[src/rtl/speechrec_pkg.sv]
// Shared types and default sizing for the speech sequencer.
package speechrec_pkg;

  localparam int unsigned NSAMP_DEFAULT   = 8;
  localparam int unsigned TIMEOUT_DEFAULT = 1024;

  typedef enum logic [2:0] {
    IDLE   = 3'd0,
    RECV   = 3'd1,
    PROC   = 3'd2,
    WAITSS = 3'd3,
    XMIT   = 3'd4
  } state_t;

endpackage

[src/rtl/spi_sync.sv]
// Two-flop synchronizer per bit, with rise/fall detection against a third flop.
module spi_sync #(
  parameter int unsigned W = 3
) (
  input  logic         clk,
  input  logic         reset_n,
  input  logic [W-1:0] din,
  output logic [W-1:0] dout,
  output logic [W-1:0] rise,
  output logic [W-1:0] fall
);

  logic [W-1:0] s1, s2, s3;

  always_ff @(posedge clk or negedge reset_n) begin
    if (!reset_n) begin
      s1 <= '0;
      s2 <= '0;
      s3 <= '0;
    end else begin
      s1 <= din;
      s2 <= s1;
      s3 <= s2;
    end
  end

  assign dout = s2;
  assign rise = s2 & ~s3;
  assign fall = ~s2 & s3;

endmodule

[src/rtl/speech_sequencer.sv]
// SPI-fed audio frame capture, processor handshake and single-byte result readback.
module speech_sequencer
  import speechrec_pkg::*;
#(
  parameter int unsigned NSAMP   = NSAMP_DEFAULT,
  parameter int unsigned TIMEOUT = TIMEOUT_DEFAULT
) (
  input  logic        clk,
  input  logic        reset_n,
  input  logic        sck,
  input  logic        sdi,
  input  logic        ss,
  output logic        sdo,
  output logic        buf_we,
  output logic [15:0] buf_addr,
  output logic [7:0]  buf_wdata,
  output logic        proc_start,
  input  logic        proc_done,
  input  logic [7:0]  proc_result,
  output logic        busy,
  output logic        err,
  output logic [7:0]  led
);

  state_t      state;
  logic [2:0]  bit_cnt;
  logic [7:0]  sr;
  logic [7:0]  tx;
  logic [31:0] tmr;
  logic        seen_low;

  logic [2:0] sync_lvl, sync_rise, sync_fall;
  logic       sck_rise, sck_fall, sdi_s, ss_s, ss_rise, ss_fall;
  logic       unused_sync;

  spi_sync #(.W(3)) u_sync (
    .clk     (clk),
    .reset_n (reset_n),
    .din     ({ss, sdi, sck}),
    .dout    (sync_lvl),
    .rise    (sync_rise),
    .fall    (sync_fall)
  );

  assign sck_rise    = sync_rise[0];
  assign sck_fall    = sync_fall[0];
  assign sdi_s       = sync_lvl[1];
  assign ss_s        = sync_lvl[2];
  assign ss_rise     = sync_rise[2];
  assign ss_fall     = sync_fall[2];
  assign unused_sync = ^{sync_lvl[0], sync_rise[1], sync_fall[1]};

  assign busy = (state != IDLE);
  assign sdo  = (state == XMIT) & tx[7];

  always_ff @(posedge clk or negedge reset_n) begin
    if (!reset_n) begin
      state      <= IDLE;
      bit_cnt    <= '0;
      sr         <= '0;
      tx         <= '0;
      tmr        <= '0;
      seen_low   <= 1'b0;
      buf_we     <= 1'b0;
      buf_addr   <= '0;
      buf_wdata  <= '0;
      led        <= '0;
      proc_start <= 1'b0;
      err        <= 1'b0;
    end else begin
      buf_we     <= 1'b0;
      proc_start <= 1'b0;
      err        <= 1'b0;
      case (state)
        IDLE: begin
          if (ss_rise) begin
            state    <= RECV;
            bit_cnt  <= '0;
            buf_addr <= '0;
          end
        end
        RECV: begin
          // ss loss wins over any sck edge seen in the same cycle
          if (ss_fall) begin
            err     <= 1'b1;
            state   <= IDLE;
            bit_cnt <= '0;
          end else begin
            if (sck_rise) begin
              sr      <= {sr[6:0], sdi_s};
              bit_cnt <= bit_cnt + 3'd1;
              if (bit_cnt == 3'd7) begin
                buf_we    <= 1'b1;
                buf_wdata <= {sr[6:0], sdi_s};
                led       <= {sr[6:0], sdi_s};
              end
            end
            // address advances the cycle after its write strobe
            if (buf_we) begin
              buf_addr <= buf_addr + 16'd1;
              if (buf_addr == 16'(NSAMP - 1)) begin
                state      <= PROC;
                proc_start <= 1'b1;
                tmr        <= '0;
              end
            end
          end
        end
        PROC: begin
          tmr <= tmr + 32'd1;
          if (!proc_start && proc_done) begin
            tx       <= proc_result;
            state    <= WAITSS;
            seen_low <= 1'b0;
          end else if (tmr == 32'(TIMEOUT - 1)) begin
            err   <= 1'b1;
            state <= IDLE;
          end
        end
        WAITSS: begin
          if (!ss_s) begin
            seen_low <= 1'b1;
          end else if (seen_low) begin
            state   <= XMIT;
            bit_cnt <= '0;
          end
        end
        XMIT: begin
          if (ss_fall) begin
            state <= IDLE;
          end else if (sck_fall) begin
            if (bit_cnt == 3'd7) begin
              state <= IDLE;
            end else begin
              tx      <= {tx[6:0], 1'b0};
              bit_cnt <= bit_cnt + 3'd1;
            end
          end
        end
        default: state <= IDLE;
      endcase
    end
  end

endmodule
[config.mk]
export PLATFORM = sky130hd
export DESIGN_NAME = speech_sequencer
export DESIGN_NICKNAME = d
export VERILOG_FILES = /design/src/rtl/speechrec_pkg.sv /design/src/rtl/spi_sync.sv /design/src/rtl/speech_sequencer.sv
export SDC_FILE = /design/constraint.sdc
export NUM_CORES = 1
export LEC_CHECK = 0
export BUFFER_PORTS_ARGS = -buffer_cell sky130_fd_sc_hd__buf_2
export CAP_MARGIN = 10
export CORE_UTILIZATION = 52
export CTS_CLUSTER_DIAMETER = 60
export CTS_CLUSTER_SIZE = 28
export DETAILED_ROUTE_END_ITERATION = 8
export HOLD_SLACK_MARGIN = 0.08
export PLACE_DENSITY = 0.79
export SETUP_SLACK_MARGIN = 0.2
export SLEW_MARGIN = 10
export SYNTH_ARGS = -nofsm -noshare
export SYNTH_HDL_FRONTEND = slang
export SYNTH_SLANG_ARGS = --single-unit
[constraint.sdc]
create_clock -name clk -period 2.1 [get_ports clk]
set_input_delay 0.42 -clock clk [delete_from_list [all_inputs] [get_ports clk]]
set_output_delay 0.42 -clock clk [all_outputs]
set_load 0.02 [all_outputs]
Word-level counts from Yosys, hierarchy flattened
Index checks and enable logic that the tools add are counted.
{"block": "totals", "inputBits": 14, "regBits": 90, "out_inout_bits": 37, "elab_cells": 113}
{"block": "op_classes", "muxes": 49, "n_bitwise": 6, "eq_ne": 24, "n_reduce_logical": 17, "n_addsub": 3}
{"cell": "2-to-1 mux 32 bit", "count": 3}
{"cell": "case mux 32 bit (2 select lines)", "count": 1}
{"cell": "2-to-1 mux 3 bit", "count": 19}
{"cell": "2-to-1 mux 16 bit", "count": 3}
{"cell": "adder 32 x 1 -> 32 bit, second input constant", "count": 1}
{"cell": "== test 32 x 10 -> 1 bit, second input constant", "count": 1}
{"cell": "2-to-1 mux 8 bit", "count": 4}
{"cell": "case mux 16 bit (2 select lines)", "count": 1}
{"cell": "inequality test 2 bit, second input constant", "count": 10}
{"cell": "adder 16 x 1 -> 16 bit, second input constant", "count": 1}
{"cell": "== test 16 x 3 -> 1 bit, second input constant", "count": 1}
{"cell": "case mux 8 bit (2 select lines)", "count": 1}
{"cell": "AND reduction 8 bit", "count": 2}
{"cell": "inequality test 3 bit, second input constant", "count": 5}
{"cell": "case mux 3 bit (5 select lines)", "count": 1}
{"cell": "2-to-1 mux 1 bit", "count": 13}
{"cell": "case mux 3 bit (4 select lines)", "count": 1}
{"cell": "AND reduction 4 bit", "count": 3}
{"cell": "nonzero test 2 bit", "count": 4}
{"cell": "AND 3 bit", "count": 2}
{"cell": "== test 3 x 2 -> 1 bit, second input constant", "count": 2}
{"cell": "== test 3 bit, second input constant", "count": 2}
{"cell": "NOT 3 bit", "count": 2}
{"cell": "AND reduction 3 bit", "count": 2}
{"cell": "other kinds (13)", "count": 14}

Logic depth before layout (Yosys ltp)
{"block": "depth", "word_depth": 5, "mapped_depth": 7, "mapped_depth_nobuf": 6}

Cells and area by module
From an unflattened synthesis, not the netlist that was laid out.
{"block": "unflattened", "hier_cells": 444, "area_unflattened_um2": 4545.6}
{"mod": "speech_sequencer", "cells_per_inst": 429, "seq_area_each_um2": 2026.9, "area_each_um2": 4267.8, "instances": 1}
{"mod": "spi_sync", "cells_per_inst": 15, "seq_area_each_um2": 225.2, "area_each_um2": 277.8, "instances": 1}

Worst setup path after synthesis
OpenSTA, ideal clock, no wires.
{"block": "synth_timing", "path_type": "reg-to-reg", "start": "register tmr[18]", "end": "register state[1]", "setup_time_ps": 125, "t_arrival_ps": 2048, "required_time_ps": 1975, "n_path_buf": 0, "setup_slack_ps": -73, "path_stages_with_launch": 6, "cell_sequence": "dfrtp_1 or4_1 or4_1 nor3_2 o2111ai_2 mux2_4"}
{"block": "synth_via", "elab_chain_cells": 3}
{"item": "start: declaration", "line_no": "speech_sequencer.sv:29", "text": "logic [31:0] tmr;"}
{"item": "start signal: assignment", "line_no": "speech_sequencer.sv:110", "text": "tmr <= tmr + 32'd1;"}
{"item": "== test 32 x 10 -> 1 bit", "line_no": "speech_sequencer.sv:115", "text": "end else if (tmr == 32'(TIMEOUT - 1)) begin"}
{"item": "inequality test 3 bit (no line)"}
{"item": "AND reduction 8 bit (no line)"}
{"item": "end signal: assignment", "line_no": "speech_sequencer.sv:113", "text": "state <= WAITSS;"}
{"item": "end signal: assignment", "line_no": "speech_sequencer.sv:117", "text": "state <= IDLE;"}
{"item": "end signal: assignment", "line_no": "speech_sequencer.sv:124", "text": "state <= XMIT;"}
{"item": "end: declaration", "line_no": "speech_sequencer.sv:25", "text": "state_t state;"}
No other way between the ends.
A chain may end at the register's enable or synchronous reset.

Worst setup path in the final report
{"block": "layout_timing", "start": "register tmr[18]", "end": "register state[2]"}
Same word-level chain as after synthesis.

==> impl_results.md <==
- Clk_skew: between 0.007 and 0.008 ns
- DP HPWL: slightly above 6 mm
- Shortest period the worst path allows: ~2.1 ns
- Hold path endpoint: u_sync.s1[2]
- First-pass detailed-route iteration total: 4
- Required time worst endpoint: about 2.4 ns
- Reg clk slew, reported paths: approximately 0.080 ns
- Least-Margin Pin Slew: roughly 0.43 ns
- IO Port Bufs: 50
- Number of global-route vias before repair: between 3000 and 4000
- # setup viols final: 3
- Largest family of logic cells by synthesized area: simple AND/OR/NAND/NOR gates
- Flop-to-flop setup slack: -0.02 ns
- Largest net degree at the start of global routing: just under 60
- DRC: 0
- Total power: ~4.7 mW
- Setup ws final: -0.01895 ns
- Max Fanout on Critical Path: 2
- Syn Nets: around 430
- Core Util, Final: between 60% and 70%
- Clock latency on the worst-skew pair: 0.35 ns
- Rows: 32
- R2R depth: 6
- Total Routing Usage GR: approximately 22%
- Initial DRC count: between 150 and 200
- Post-synthesis xor/xnor area fraction: 7.751%
- TritonCTS clock tree: done
- Syn-to-layout area delta: 21.30%
- Failing checks: setup timing
- Syn_area_per_cell: between 10 and 15 µm²
- Primary FF master, synth: dfrtp_1
- Slew Viols, Final: 0
- Area of the mapped netlist: between 4000 and 5000 µm²
- Status: complete, but fails checks
- Cell area power density: 908.6 nW/µm²
- Fmax: roughly 0.47 GHz
- Antenna Diode Count: 0
- Post-synthesis compound-gate area fraction: slightly above 5%
- Startpoint types: register
- Die area: ~8600 µm²
- CP arrival: about 2.4 ns
- Top cells by area, synth: dfrtp_1 (52%), nor2_1 (5.0%), mux2_2 (4.7%)
- Number of enable flip-flop cells after synthesis: 0
- WL per Instance: ~15 µm
- LEAKAGE: 2.448 nW
- Met2 usage: 37.01%
- Final ANT Viol Nets: 0
- Core area: a little under 8000 µm²
- Worst Setup Path Type: reg2reg
- Initial antenna violation count: 0
- Post-synth top area cell: dfrtp_1
- Worst-case vdd ir drop: around 550 µV
- Distinct cells, synth: 43
- Worst slack, placed: -0.1338 ns
- Synth Warn #: 0
- Async set-reset flop share out of synthesis: 100.0%
- Worst min-delay path category: in2reg
- Mapped Cells: about 420
- Fill cells: 600
- RSZ-0062 raised after global routing: yes
- Vias: ~3400
- Area share of the largest cell type after synthesis: 51.86%
- Slew HR: a little under three quarters
- Inserted Clock Buffers: 9
- Clk root buf: clkbuf_8
- Synth Register Bits: slightly below 90
- Nets: between 500 and 600
- Post-synthesis simple-gate area fraction: approximately a quarter
- IO Count: 51
- Register area share after synthesis: between 50 and 60%
- Clk sink count: a little under 90
- Routed Wire Length: about 9 mm
- Htree depth: 3
- RR Startpoint: tmr[18]
- Global Route met1 Usage: a little under 30%
- CTS max path bufs: 2
- Synth Area in Adders: 1.166%
- Final Cycle Share: 100.9%
- Final Cell Area: ~5200 µm²
- Critical path origin: tmr[18]
- Layout cells sized above 1: 29.41%
- Avg Vias per Cell: roughly 5.6
- Post-Place Cell Area: between 4000 and 5000 µm²
- R2R Path End: state[2]
- Hold depth: 1
- First-pass GRT wire length: around 15 mm
- WHS: roughly 0.17 ns
- Max_cap viols: 0
- Met3 Use GR: under 10%
- Fin. Hold Viols: 0
- Kind of end point of the critical path: register
- Chip width: about 93 µm
- GRT busiest layer: met2
- Die height: 92.88 µm
- Hold wc startpoint: ss
- Multiplexer share of the synthesized area: approximately 7.4%
- GR Overflow Total: 0
- Gpl congestion: between 0.8 and 0.9
- Initial Util: 54.72%
==> cell families after synthesis <==
logic type,Yosys count
AO/OA/AOI/OAI,38
adder cells (fa/ha/maj),4
XOR/XNOR,38
AND/OR/NAND/NOR,191
buffers and inverters,27
multiplexers,29
flip-flops,89
==> per-layer routing <==
| layer | part of all wire, % | vias up |
|---|---|---|
| li1 | - | 1608 |
| met1 | 44 | 1640 |
| met2 | 49 | 82 |
| met3 | 4.2 | 22 |
| met4 | 2.7 | 0 |
| met5 | 0 | - |
==> cells in the mapped netlist, types with 6 or more instances <==
| cell | number |
|---|---|
| nor2_1 | 57 |
| nand3_1 | 18 |
| nor4_1 | 10 |
| or3_1 | 6 |
| buf_4 | 8 |
| nor4b_1 | 6 |
| mux2i_1 | 10 |
| nand2_1 | 26 |
| dfrtp_1 | 89 |
| and3_1 | 9 |
| xnor2_1 | 23 |
| mux2_2 | 18 |
| xor2_1 | 15 |
| clkbuf_1 | 12 |
| nand4_1 | 17 |
| nor3_1 | 11 |
| a21oi_1 | 15 |
| o21ai_0 | 15 |
==> flip-flops by register name (all words and copies together) (netlist names) <==
signal	flops
buf_addr	16
tmr	32
u_sync.s3	2
err	1
buf_we	1
led	8
bit_cnt	3
proc_start	1
seen_low	1
u_sync.dout	3
sr	7
state	3
u_sync.s1	3
tx	8
==> final cells by class <==
cell class / count / area [µm²] / area share [%]
Clock buffer: 10 / 127.6 / 2.450
Clock inverter: 5 / 81.33 / 1.561
Inverter: 4 / 15.01 / 0.2883
Multi-Input combinational cell: 300 / 2083 / 40.00
Sequential cell: 89 / 2227 / 42.76
Tap cell: 102 / 127.6 / 2.450
Timing Repair Buffer: 85 / 546.8 / 10.50
==> power breakdown <==
part	total, mW	switching (mW)	internal [mW]
sequential	2.12	0.176	1.94
combinational	1.37	0.758	0.612
clock	1.24	0.581	0.664
total	4.73	1.51	3.22
==> how the worst max path moves through the flow <==
stage	to	slack (ns)	cells past startpoint
5_1_grt	state[0]	-0.09	6
6_report	state[2]	-0.02	6
3_5_place_dp	state[2]	-0.13	6
4_1_cts	state[2]	-0.04	6
2_1_floorplan	state[1]	-0.03	5
3_3_place_gp	state[1]	-0.06	5
==> worst max-delay path, stage by stage (launching register included) <==
cell,delay (ns)
dfrtp_1,0.38
or4_1,0.52
or4_4,0.44
nor3_4,0.16
o2111ai_2,0.18
buf_4,0.19
o31ai_4,0.16
==> layout by cell type, fill, tap and decap left out, types with 8 or more instances in the layout <==
cell      Yosys  final
nor3_1       11     11
xor2_1       15     15
buf_2         3     49
a21oi_1      15     14
nand2_1      26     26
o21ai_0      15     14
and3_1        9      8
mux2_2       18     18
nor2_1       57     54
buf_4         8     32
clkbuf_8      0      9
mux2i_1      10     10
nand3_1      18     17
dfrtp_1      89     89
nand4_1      17     17
xnor2_1      23     23
==> through the flow <==
stage / std cells / setup TNS [ns]
after floorplan: 416 / -0.03340
after global placement: 568 / -0.1349
after detailed placement: 568 / -0.3102
after CTS: 587 / -0.08534
after global routing: 595 / -0.2592
final: 595 / -0.03944
==> timing repair <==
action	4_1_cts	5_1_grt
pin swaps	5	7
buffers inserted	3	8
setup endpoints to repair	17	47
hold buffers	1	0
hold endpoints to repair	32	0
resized for setup	10	14
Power figures use the tool's default switching activity.
